<file path="src/rtl/video_linebuf_pkg.sv">
// Shared types and per-scale lookups for the line-buffer fill engine.
package video_linebuf_pkg;

    localparam int LB_IDX_W    = 11;
    localparam int LB_BANK_BIT = 10;
    localparam int PIX_W       = 10;

    typedef enum logic [1:0] {
        S_IDLE   = 2'd0,
        S_FETCH  = 2'd1,
        S_UNPACK = 2'd2,
        S_DRAIN  = 2'd3
    } state_t;

    // Source pixels per line: ceil(h_active / (pixel_width + 1)).
    function automatic logic [PIX_W-1:0] src_pixels(input logic [1:0] pw, input int h_active);
        int n;
        case (pw)
            2'd0:    n = h_active;
            2'd1:    n = (h_active + 1) / 2;
            2'd2:    n = (h_active + 2) / 3;
            default: n = (h_active + 3) / 4;
        endcase
        return PIX_W'(n);
    endfunction

    function automatic logic [PIX_W-1:0] words_per_row(input logic [1:0] pw, input int h_active);
        return PIX_W'((int'(src_pixels(pw, h_active)) + 3) / 4);
    endfunction

endpackage

</file>
<file path="src/rtl/video_linebuf_rowgen.sv">
// Source row address and vertical repeat sequencing for the line-buffer fill.
module video_linebuf_rowgen
    import video_linebuf_pkg::*;
#(
    parameter int ADDR_W = 15
) (
    input  logic              clk,
    input  logic              rst,
    input  logic              load,
    input  logic [ADDR_W-1:0] frame_base,
    input  logic [1:0]        pixel_height,
    input  logic              advance,
    input  logic [PIX_W-1:0]  words,
    output logic [ADDR_W-1:0] row_addr
);

    logic [1:0] rep_cnt;

    // A row is rendered pixel_height+1 times before moving on by one row of words.
    always_ff @(posedge clk or posedge rst) begin
        if (rst) begin
            row_addr <= '0;
            rep_cnt  <= '0;
        end else if (load) begin
            row_addr <= frame_base;
            rep_cnt  <= pixel_height;
        end else if (advance) begin
            if (rep_cnt == 2'd0) begin
                row_addr <= row_addr + ADDR_W'(words);
                rep_cnt  <= pixel_height;
            end else begin
                rep_cnt <= rep_cnt - 2'd1;
            end
        end
    end

endmodule

</file>
<file path="src/rtl/video_linebuf_fill.sv">
// Fetches one source row from VRAM per line and unpacks it into the
// double-banked 8bpp line buffer, with horizontal and vertical scaling.
module video_linebuf_fill
    import video_linebuf_pkg::*;
#(
    parameter int H_ACTIVE = 640,
    parameter int ADDR_W   = 15
) (
    input  logic                clk,
    input  logic                rst,
    input  logic [1:0]          pixel_width,
    input  logic [1:0]          pixel_height,
    input  logic [ADDR_W-1:0]   frame_base,
    input  logic                frame_start,
    input  logic                line_start,
    output logic [ADDR_W-1:0]   bus_addr,
    output logic                bus_strobe,
    input  logic                bus_ack,
    input  logic [31:0]         bus_rdata,
    output logic [LB_IDX_W-1:0] linebuf_wr_idx,
    output logic [7:0]          linebuf_wr_data,
    output logic                linebuf_wr_en,
    output logic                linebuf_bank,
    output logic                busy,
    output logic                overrun,
    output state_t              dbg_state
);

    // Bus handshake: bus_strobe rises with a stable bus_addr and stays high
    // until the cycle bus_ack is seen; bus_rdata is taken in that same cycle.
    state_t             state;
    logic [1:0]         pw_lat;
    logic [PIX_W-1:0]   pix_cnt;
    logic [PIX_W-1:0]   word_cnt;
    logic [23:0]        word_q;
    logic [1:0]         left;
    logic               pend_frame;
    logic               pend_line;
    logic [ADDR_W-1:0]  row_addr;
    logic [PIX_W-1:0]   n_line;
    logic               ev;
    logic               act;
    logic               act_frame;
    logic               act_line;
    logic               emit;
    logic               line_done;

    assign n_line    = src_pixels(pw_lat, H_ACTIVE);
    assign ev        = line_start | frame_start;
    assign bus_addr  = row_addr + ADDR_W'(word_cnt);
    assign dbg_state = state;
    assign emit      = (state == S_UNPACK) && (left != 2'd0) && (pix_cnt < n_line);
    assign line_done = (state == S_UNPACK) && !ev && !emit && (pix_cnt >= n_line);

    // act: an event is taken now. A request still in flight is drained first,
    // so the row address never moves under an outstanding strobe.
    always_comb begin
        act       = 1'b0;
        act_frame = 1'b0;
        act_line  = 1'b0;
        case (state)
            S_IDLE:   act = ev;
            S_FETCH:  act = ev & bus_ack;
            S_UNPACK: act = ev;
            default:  act = bus_ack;
        endcase
        if (state == S_DRAIN && !ev) begin
            act_frame = act & pend_frame;
            act_line  = act & pend_line;
        end else begin
            act_frame = act & frame_start;
            act_line  = act & line_start;
        end
    end

    video_linebuf_rowgen #(.ADDR_W(ADDR_W)) u_rowgen (
        .clk          (clk),
        .rst          (rst),
        .load         (act_frame),
        .frame_base   (frame_base),
        .pixel_height (pixel_height),
        .advance      (line_done),
        .words        (words_per_row(pw_lat, H_ACTIVE)),
        .row_addr     (row_addr)
    );

    always_ff @(posedge clk or posedge rst) begin
        if (rst) begin
            state           <= S_IDLE;
            pw_lat          <= '0;
            pix_cnt         <= '0;
            word_cnt        <= '0;
            word_q          <= '0;
            left            <= '0;
            pend_frame      <= 1'b0;
            pend_line       <= 1'b0;
            bus_strobe      <= 1'b0;
            linebuf_wr_idx  <= '0;
            linebuf_wr_data <= '0;
            linebuf_wr_en   <= 1'b0;
            linebuf_bank    <= 1'b0;
            busy            <= 1'b0;
            overrun         <= 1'b0;
        end else begin
            linebuf_wr_en <= 1'b0;
            overrun       <= ev && (state != S_IDLE);
            if (act_line) begin
                state        <= S_FETCH;
                bus_strobe   <= 1'b1;
                busy         <= 1'b1;
                pw_lat       <= pixel_width;
                linebuf_bank <= ~linebuf_bank;
                pix_cnt      <= '0;
                word_cnt     <= '0;
                pend_frame   <= 1'b0;
                pend_line    <= 1'b0;
            end else if (act) begin
                state      <= S_IDLE;
                bus_strobe <= 1'b0;
                busy       <= 1'b0;
                pend_frame <= 1'b0;
                pend_line  <= 1'b0;
            end else begin
                case (state)
                    S_FETCH: begin
                        if (ev) begin
                            state      <= S_DRAIN;
                            pend_frame <= frame_start;
                            pend_line  <= line_start;
                        end else if (bus_ack) begin
                            bus_strobe      <= 1'b0;
                            word_q          <= bus_rdata[31:8];
                            word_cnt        <= word_cnt + 10'd1;
                            left            <= 2'd3;
                            linebuf_wr_en   <= 1'b1;
                            linebuf_wr_idx  <= {linebuf_bank, pix_cnt};
                            linebuf_wr_data <= bus_rdata[7:0];
                            pix_cnt         <= pix_cnt + 10'd1;
                            state           <= S_UNPACK;
                        end
                    end
                    S_UNPACK: begin
                        if (emit) begin
                            linebuf_wr_en   <= 1'b1;
                            linebuf_wr_idx  <= {linebuf_bank, pix_cnt};
                            linebuf_wr_data <= word_q[7:0];
                            word_q          <= {8'd0, word_q[23:8]};
                            left            <= left - 2'd1;
                            pix_cnt         <= pix_cnt + 10'd1;
                        end else if (pix_cnt < n_line) begin
                            state      <= S_FETCH;
                            bus_strobe <= 1'b1;
                        end else begin
                            state <= S_IDLE;
                            busy  <= 1'b0;
                        end
                    end
                    S_DRAIN: begin
                        // Newest event wins; the in-flight word is thrown away on ack.
                        if (ev) begin
                            pend_frame <= frame_start;
                            pend_line  <= line_start;
                        end
                    end
                    default: ;
                endcase
            end
        end
    end

endmodule

</file>
<file path="config.mk">
export PLATFORM = sky130hd
export DESIGN_NAME = video_linebuf_fill
export DESIGN_NICKNAME = d
export VERILOG_FILES = /design/src/rtl/video_linebuf_pkg.sv /design/src/rtl/video_linebuf_rowgen.sv /design/src/rtl/video_linebuf_fill.sv
export SDC_FILE = /design/constraint.sdc
export NUM_CORES = 1
export LEC_CHECK = 0
export ABC_CLOCK_PERIOD_IN_PS = 7400
export BUFFER_PORTS_ARGS = -buffer_cell sky130_fd_sc_hd__buf_2
export CORE_MARGIN = 2
export CORE_UTILIZATION = 40
export CTS_CLUSTER_DIAMETER = 60
export DETAILED_ROUTE_END_ITERATION = 10
export PLACE_DENSITY = 0.69
export SYNTH_ARGS = -nofsm -noshare
export SYNTH_HDL_FRONTEND = slang
export SYNTH_SLANG_ARGS = --single-unit
</file>
<file path="constraint.sdc">
create_clock -name clk -period 7.4 [get_ports clk]
set_input_delay 0 -clock clk [delete_from_list [all_inputs] [get_ports clk]]
set_output_delay 0 -clock clk [all_outputs]
set_load 0.02 [all_outputs]
</file>
; ---- After elaboration in Yosys (flattened, before gate mapping)
; Index checks and enable logic that the tools add are counted.
[totals]
reg_bits = 93
in_bits = 56
out_inout_bits = 41
elab_cells = 162
[op_classes]
n_addsub = 8
magnitude_cmp = 2
eq_ne = 20
n_mux = 70
bitwise = 10
reduce_logical = 35
[op_table]
columns = operator, count
row1 = 10-bit 2-to-1 mux, 10
row2 = 24-bit 2-to-1 mux, 3
row3 = 24-bit one-hot mux with 2 select lines, 1
row4 = 15-bit 2-to-1 mux, 3
row5 = 11-bit 2-to-1 mux, 3
row6 = 15-bit by 10-bit adder with 15-bit output, 2
row7 = 10-bit one-hot mux with 3 select lines, 1
row8 = 1-bit 2-to-1 mux, 27
row9 = 8-bit 2-to-1 mux, 3
row10 = 2-bit 2-to-1 mux, 11
row11 = 11-bit one-hot mux with 2 select lines, 1
row12 = 10-bit by 1-bit adder with 10-bit output (second input constant), 2
row13 = 10-bit one-hot mux with 2 select lines, 1
row14 = 8-bit one-hot mux with 2 select lines, 1
row15 = 3-bit != test (second input constant), 5
row16 = 2-bit nonzero test, 7
row17 = 4-bit != test (second input constant), 3
row18 = 3-bit nonzero test, 4
row19 = 10-bit by 2-bit adder with 11-bit output (second input constant), 1
row20 = 10-bit by 1-bit adder with 10-bit output, 1
row21 = 10-bit greater-or-equal comparator, 1
row22 = 10-bit < comparator, 1
row23 = 5-bit AND reduction, 2
row24 = 2-bit one-hot mux with 2 select lines, 2
row25 = other kinds (21), 49

; ---- Logic depth before layout (Yosys ltp)
[logic_depth]
depth_word = 10
depth_mapped = 12
depth_no_buf = 10

; ---- Modules after synthesis
; A second synthesis with hierarchy kept.
[hier_totals]
hier_cells = 615
hier_area_um2 = 5721.7
[by_module_without_submodules]
columns = mod, instances, cells_per_inst, area_each_um2, seq_area_each_um2
row1 = video_linebuf_fill, 1, 468, 4441.8, 1901.8
row2 = video_linebuf_rowgen, 1, 147, 1280.0, 425.4

; ---- Least setup slack after synthesis
; No wires, ideal clock.
[synth_timing]
kind = reg2reg
start = reg pw_lat[1]
end = reg pix_cnt[9]
setup_ns = 0.078
t_arrival_ns = 2.735
required_time_ns = 7.322
path_slack_ns = 4.587
path_stages_with_launch = 11
n_path_buf = 0
period_less_slack_ns = 2.813
path_cell_list = dfrtp_1 inv_1 ha_1 inv_1 ha_1 o21ai_0 o21bai_2 or4_4 a2111oi_4 or3b_1 a21oi_1
[synth_via]
elab_chain_cells = 6
word_cells_on_any_way = 8
cone_classes = order compare: 1 / eq/ne: 3 / mux: 1 / reduce/logical: 3
[synth_lines]
columns = item, line_no
row1 = start: declaration, video_linebuf_fill.sv:32  ; logic [1:0] pw_lat;
row2 = start signal: assignment, video_linebuf_fill.sv:111  ; pw_lat <= pixel_width;
row3 = 2-bit equality test (tied with other cells), video_linebuf_pkg.sv:18  ; case (pw)
row4 = 10-bit one-hot mux with 3 select lines (*), video_linebuf_pkg.sv:18
row5 = 10-bit < comparator (*), video_linebuf_fill.sv:52  ; assign emit = (state == S_UNPACK) && (left != 2'd0) && (pix_cnt < n_line);
row6 = 1-bit logical AND (*), video_linebuf_fill.sv:52
row7 = 3-bit != test (no line) (*), n/a
row8 = 5-bit AND reduction (no line) (*), n/a
row9 = end signal: assignment, video_linebuf_fill.sv:138  ; pix_cnt <= pix_cnt + 10'd1;
row10 = end signal: assignment, video_linebuf_fill.sv:149  ; pix_cnt <= pix_cnt + 10'd1;
row11 = end: declaration, video_linebuf_fill.sv:33  ; logic [PIX_W-1:0] pix_cnt;
; Every way passes the cells marked *; elsewhere a longest branch is shown, timed or not.
; A chain may end at the register's enable or synchronous reset.

; ---- Final worst setup path
[layout_timing]
start = reg state[0], in the netlist dbg_state[0]
end = reg word_cnt[4]
[layout_via]
elab_chain_cells = 7
word_cells_on_any_way = 16
cone_classes = eq/ne: 5 / mux: 3 / bitwise: 2 / reduce/logical: 6
[layout_lines]
columns = item, line_no
row1 = start: declaration, video_linebuf_fill.sv:31  ; state_t state;
row2 = start signal: assignment, video_linebuf_fill.sv:89  ; state <= S_IDLE;
row3 = start signal: assignment, video_linebuf_fill.sv:108  ; state <= S_FETCH;
row4 = start signal: assignment, video_linebuf_fill.sv:118  ; state <= S_IDLE;
row5 = 2-bit equality test or 2-bit logical NOT (tied branches), video_linebuf_fill.sv:61  ; case (state)
row6 = 2-bit OR reduction (no line), n/a
row7 = 1-bit one-hot mux with 2 select lines, video_linebuf_fill.sv:61
row8 = "1-bit AND, on equally long branches", "video_linebuf_fill.sv:72, video_linebuf_fill.sv:69"
row9 = 1-bit 2-to-1 mux, video_linebuf_fill.sv:67  ; if (state == S_DRAIN && !ev) begin
row10 = 2-bit by 1-bit != test with 1-bit output (no line) or 2-bit nonzero test (tied branches), n/a
row11 = 4-bit AND reduction (no line), n/a
row12 = end signal: assignment, video_linebuf_fill.sv:133  ; word_cnt <= word_cnt + 10'd1;
row13 = end: declaration, video_linebuf_fill.sv:34  ; logic [PIX_W-1:0] word_cnt;
; Parallel ways exist; a longest one is shown, timed or not.

==> results.md <==
- Async SR Flop Fraction: 100%
- Via/cell ratio: around 5.2
- Die Area: 14900 um^2
- Share of power burned in registers: between 20% and 30%
- Flops & latches, synth: 93
- Final worst slack: 3.64 ns
- P_int: ~0.0015 W
- Placement Rows: 43
- Filler cell count: 1305
- Cells after Synth: ~600
- Clk buf depth: 2
- Final max-slew violation count: 0
- CTS Buf Count: 9
- FF-to-FF End: word_cnt[4]
- Hold_sp: bus_rdata[10]
- Clock latency on the worst-skew pair: ~0.35 ns
- Starting Density: between 40% and 50%
- Crit start category: flop
- Worst setup path end: word_cnt[4]
- Area share of the largest cell type after synthesis: 41.6%
- Reg2reg path depth: 8
- Vias in the first global route: approximately 4700
- Footprint of the multi-input gates: 3080 um^2
- Critical Path Source: dbg_state[0]
- Drt drc: 0
- Setup CP Type: flop to flop
- Post-Route WL: 13.8 mm
- Commonest non-fill, non-tap cell in the layout: nand2_1
- Syn Area/Cell: 9.20 um^2
- Initial antenna violation count: 0
- Post-synthesis instance area: around 5600 um^2
- ANT nets after route: 0
- Sum Neg Setup Slack: 0 ns
- Grt total ovfl: 0
- Sequential-to-total area share from yosys stat: roughly two fifths
- Hold WC Path Type: input port to flop
- Clock group share of total power: 17.0%
- Core region area: around 14000 um^2
- Via count: a little under 5000
- Number of synthesized flops with an enable pin: 0
- Detailed Route Iter0 Violations: approximately 250
- Crit end category: flop
- Die width: 122 um
- Tmin final: between 3 and 4 ns
- # port buffers: 96
- CTS tree: done
- Inserted Diodes: 0
- Area Overhead vs Synth: 25.7%
- Combinational cell fraction of total power: 53.4%
- 1st-pass router iterations: 4
- Post-CTS sizing: 0
- Worst reg-to-reg setup slack: 3.64 ns
- Post-synth top area cell: dfrtp_1
- Switch share: a little under half
- DR WL/cell: about 15 um
- Pre-CTS WS: between 3 and 4 ns
- Hold path depth: 3
- Library cells used by synthesis: 63
- Die Ht: roughly 120 um
- Ys Warns: 0
- CTS Hold Bufs: just under 50
- Most Frequent Cell on Critical Path: or3_1
- CP arrival: about 4.0 ns
- CTS Sinks: 93
- Status: completed
- Worst vdd ir: roughly 200 uV
- Normalized max-slew margin: between 30% and 40%
- CP max stage cell: a222oi_1
- Crit Reg-Reg Startpoint: dbg_state[0]
- RSZ-0062 raised after global routing: no
- Placer congestion estimate: ~0.89
- FF/Latch Area: approximately 2300 um^2
- Worst Tran Pin Value: about 1.0 ns
- First-pass GRT wire length: ~22 mm
- Largest net degree at the start of global routing: approximately 80
- I/O Pins: just under 100
- Final Hold Viols: 0
- Final std cells w/o fill: just over 900
- Power Dens Cells: between 400 and 500 nW/um^2
- Req. time, crit path: between 7 and 8 ns
- Commonest cells after routing, fill and taps aside: nand2_1, buf_2, dfrtp_1, o21ai_0, dlygate4sd3_1
- Layout cells sized above 1: 17.8%
- Post-Route Utilization: roughly half
- Max Clk Rate: between 200 and 300 MHz
- Placed Cells: 863
- Postcts setup bufs: 0
- Critical-path cell list: inv_1, ha_2, nor2_1, or3_1, a222oi_1, nand2_1, or3_1, a21oi_1
- Max-cap violations: 0
- Pleak: around 3.3 nW
- Worst path max stage delay: approximately 0.9 ns
- Nets: around 840
- Switching power: 0.00130 W
- CTS Root Buffer Type: clkbuf_16
- H-tree level count: 3
- Crit-path max FO: 37
- Worst Skew: 0.00682 ns
- Post-synth top flop: dfrtp_1
- All-Layer GR Usage: a little under a fifth
- Clock Pin Slew Worst Setup and Hold Paths: 0.07 ns
- HPWL after DPL: ~9.7 mm
- Syn_nets: between 700 and 800
- Final count of negative-setup-slack endpoints: 0
- Main area contributors after synthesis: dfrtp_1, ha_1, nand2_1, mux2i_1, o21ai_0
- Final Cycle Share: between 50 and 60%
[cell families (layout without fill, tap and decap cells)]
family | Yosys count | after routing | synth area share, %
AND/OR/NAND/NOR | 223 | 223 | 18.4
XOR/XNOR | 34 | 34 | 5.33
flip-flops | 93 | 93 | 41.6
AO/OA/AOI/OAI | 139 | 139 | 16.5
multiplexers | 33 | 33 | 5.91
buffers and inverters | 48 | 188 | 3.54
adder cells (fa/ha/maj) | 38 | 38 | 8.77
[worst max-delay path: cells and delay by family, from the launching register on]
| kind | cells | cell delay [ns] |
|---|---|---|
| compound gates | 2 | 1.06 |
| fa+ha+maj | 1 | 0.83 |
| buf+inv | 1 | 0.12 |
| flops | 1 | 0.42 |
| simple gates | 4 | 1.24 |
[metal layers]
metal  vias up  global-route usage (%)  share of wire (%)
li1       2415                       -                  -
met1      2297                    25.1                 46
met2       130                    30.2                 47
met3        13                    4.79                5.3
met4         0                    4.96                1.3
met5         -                       0                  0
[registers in the layout (all words and copies together), names as in the netlist]
register,count
u_rowgen.row_addr,15
overrun,1
linebuf_wr_idx,11
pw_lat,2
pix_cnt,10
pend_line,1
linebuf_wr_en,1
busy,1
linebuf_wr_data,8
word_cnt,10
dbg_state,2
linebuf_bank,1
u_rowgen.rep_cnt,2
bus_strobe,1
left,2
pend_frame,1
word_q,24
[cell type report]
class	instances	share of cell area, %
tap	180	3.21
clock buffer	10	3.26
clock inverter	6	1.09
timing repair buffer	148	14.1
sequential	93	33.1
multi-input combinational	467	43.9
inverter	24	1.30
[worst min path at each step]
stage	endpoint	slack, ns
3_5_place_dp	linebuf_wr_idx[8]	0.13
4_1_cts	pend_line	0.004
3_3_place_gp	linebuf_wr_idx[8]	0.13
2_1_floorplan	u_rowgen.row_addr[0]	0.11
5_1_grt	linebuf_wr_data[4]	0.01
6_report	word_q[2]	0.02
[stage by stage]
step	hold slack (ns)	total power, W	area [um^2]
floorplan	0.105	0.00196	5590
global placement	0.126	0.00228	6230
detailed placement	0.131	0.00234	6230
CTS	0.00367	0.00285	7030
global route	0.0114	0.00307	7030
finish	0.0161	0.00284	7030
[cell usage after synthesis (3+ instances only)]
cell type / number
nand2_1: 110
dfrtp_1: 93
o21ai_0: 59
ha_1: 36
nor2_1: 34
mux2i_1: 33
inv_1: 24
xnor2_1: 21
nand3_1: 19
a21oi_1: 18
clkbuf_1: 13
nor3_1: 13
xor2_1: 13
and3_1: 8
buf_2: 8
nand4_1: 7
o21a_1: 7
a21o_1: 6
and2_1: 5
o211ai_1: 5
o31ai_1: 5
or3_1: 5
nor2b_1: 4
o2111ai_1: 4
o21bai_1: 4
a211oi_1: 3
nor4_1: 3
nor4b_1: 3
o21ba_2: 3
[power groups by stage]
| stage | sequential (W) | clock (W) | combinational, W |
|---|---|---|---|
| finish | 0.000840 | 0.000484 | 0.00152 |
| global route | 0.000863 | 0.000516 | 0.00169 |
| CTS | 0.000840 | 0.000493 | 0.00152 |
| detailed placement | 0.000848 | 0 | 0.00149 |
| global placement | 0.000841 | 0 | 0.00144 |
| floorplan | 0.000868 | 0 | 0.00109 |
No activity file was read; power rests on OpenSTA's default activity.
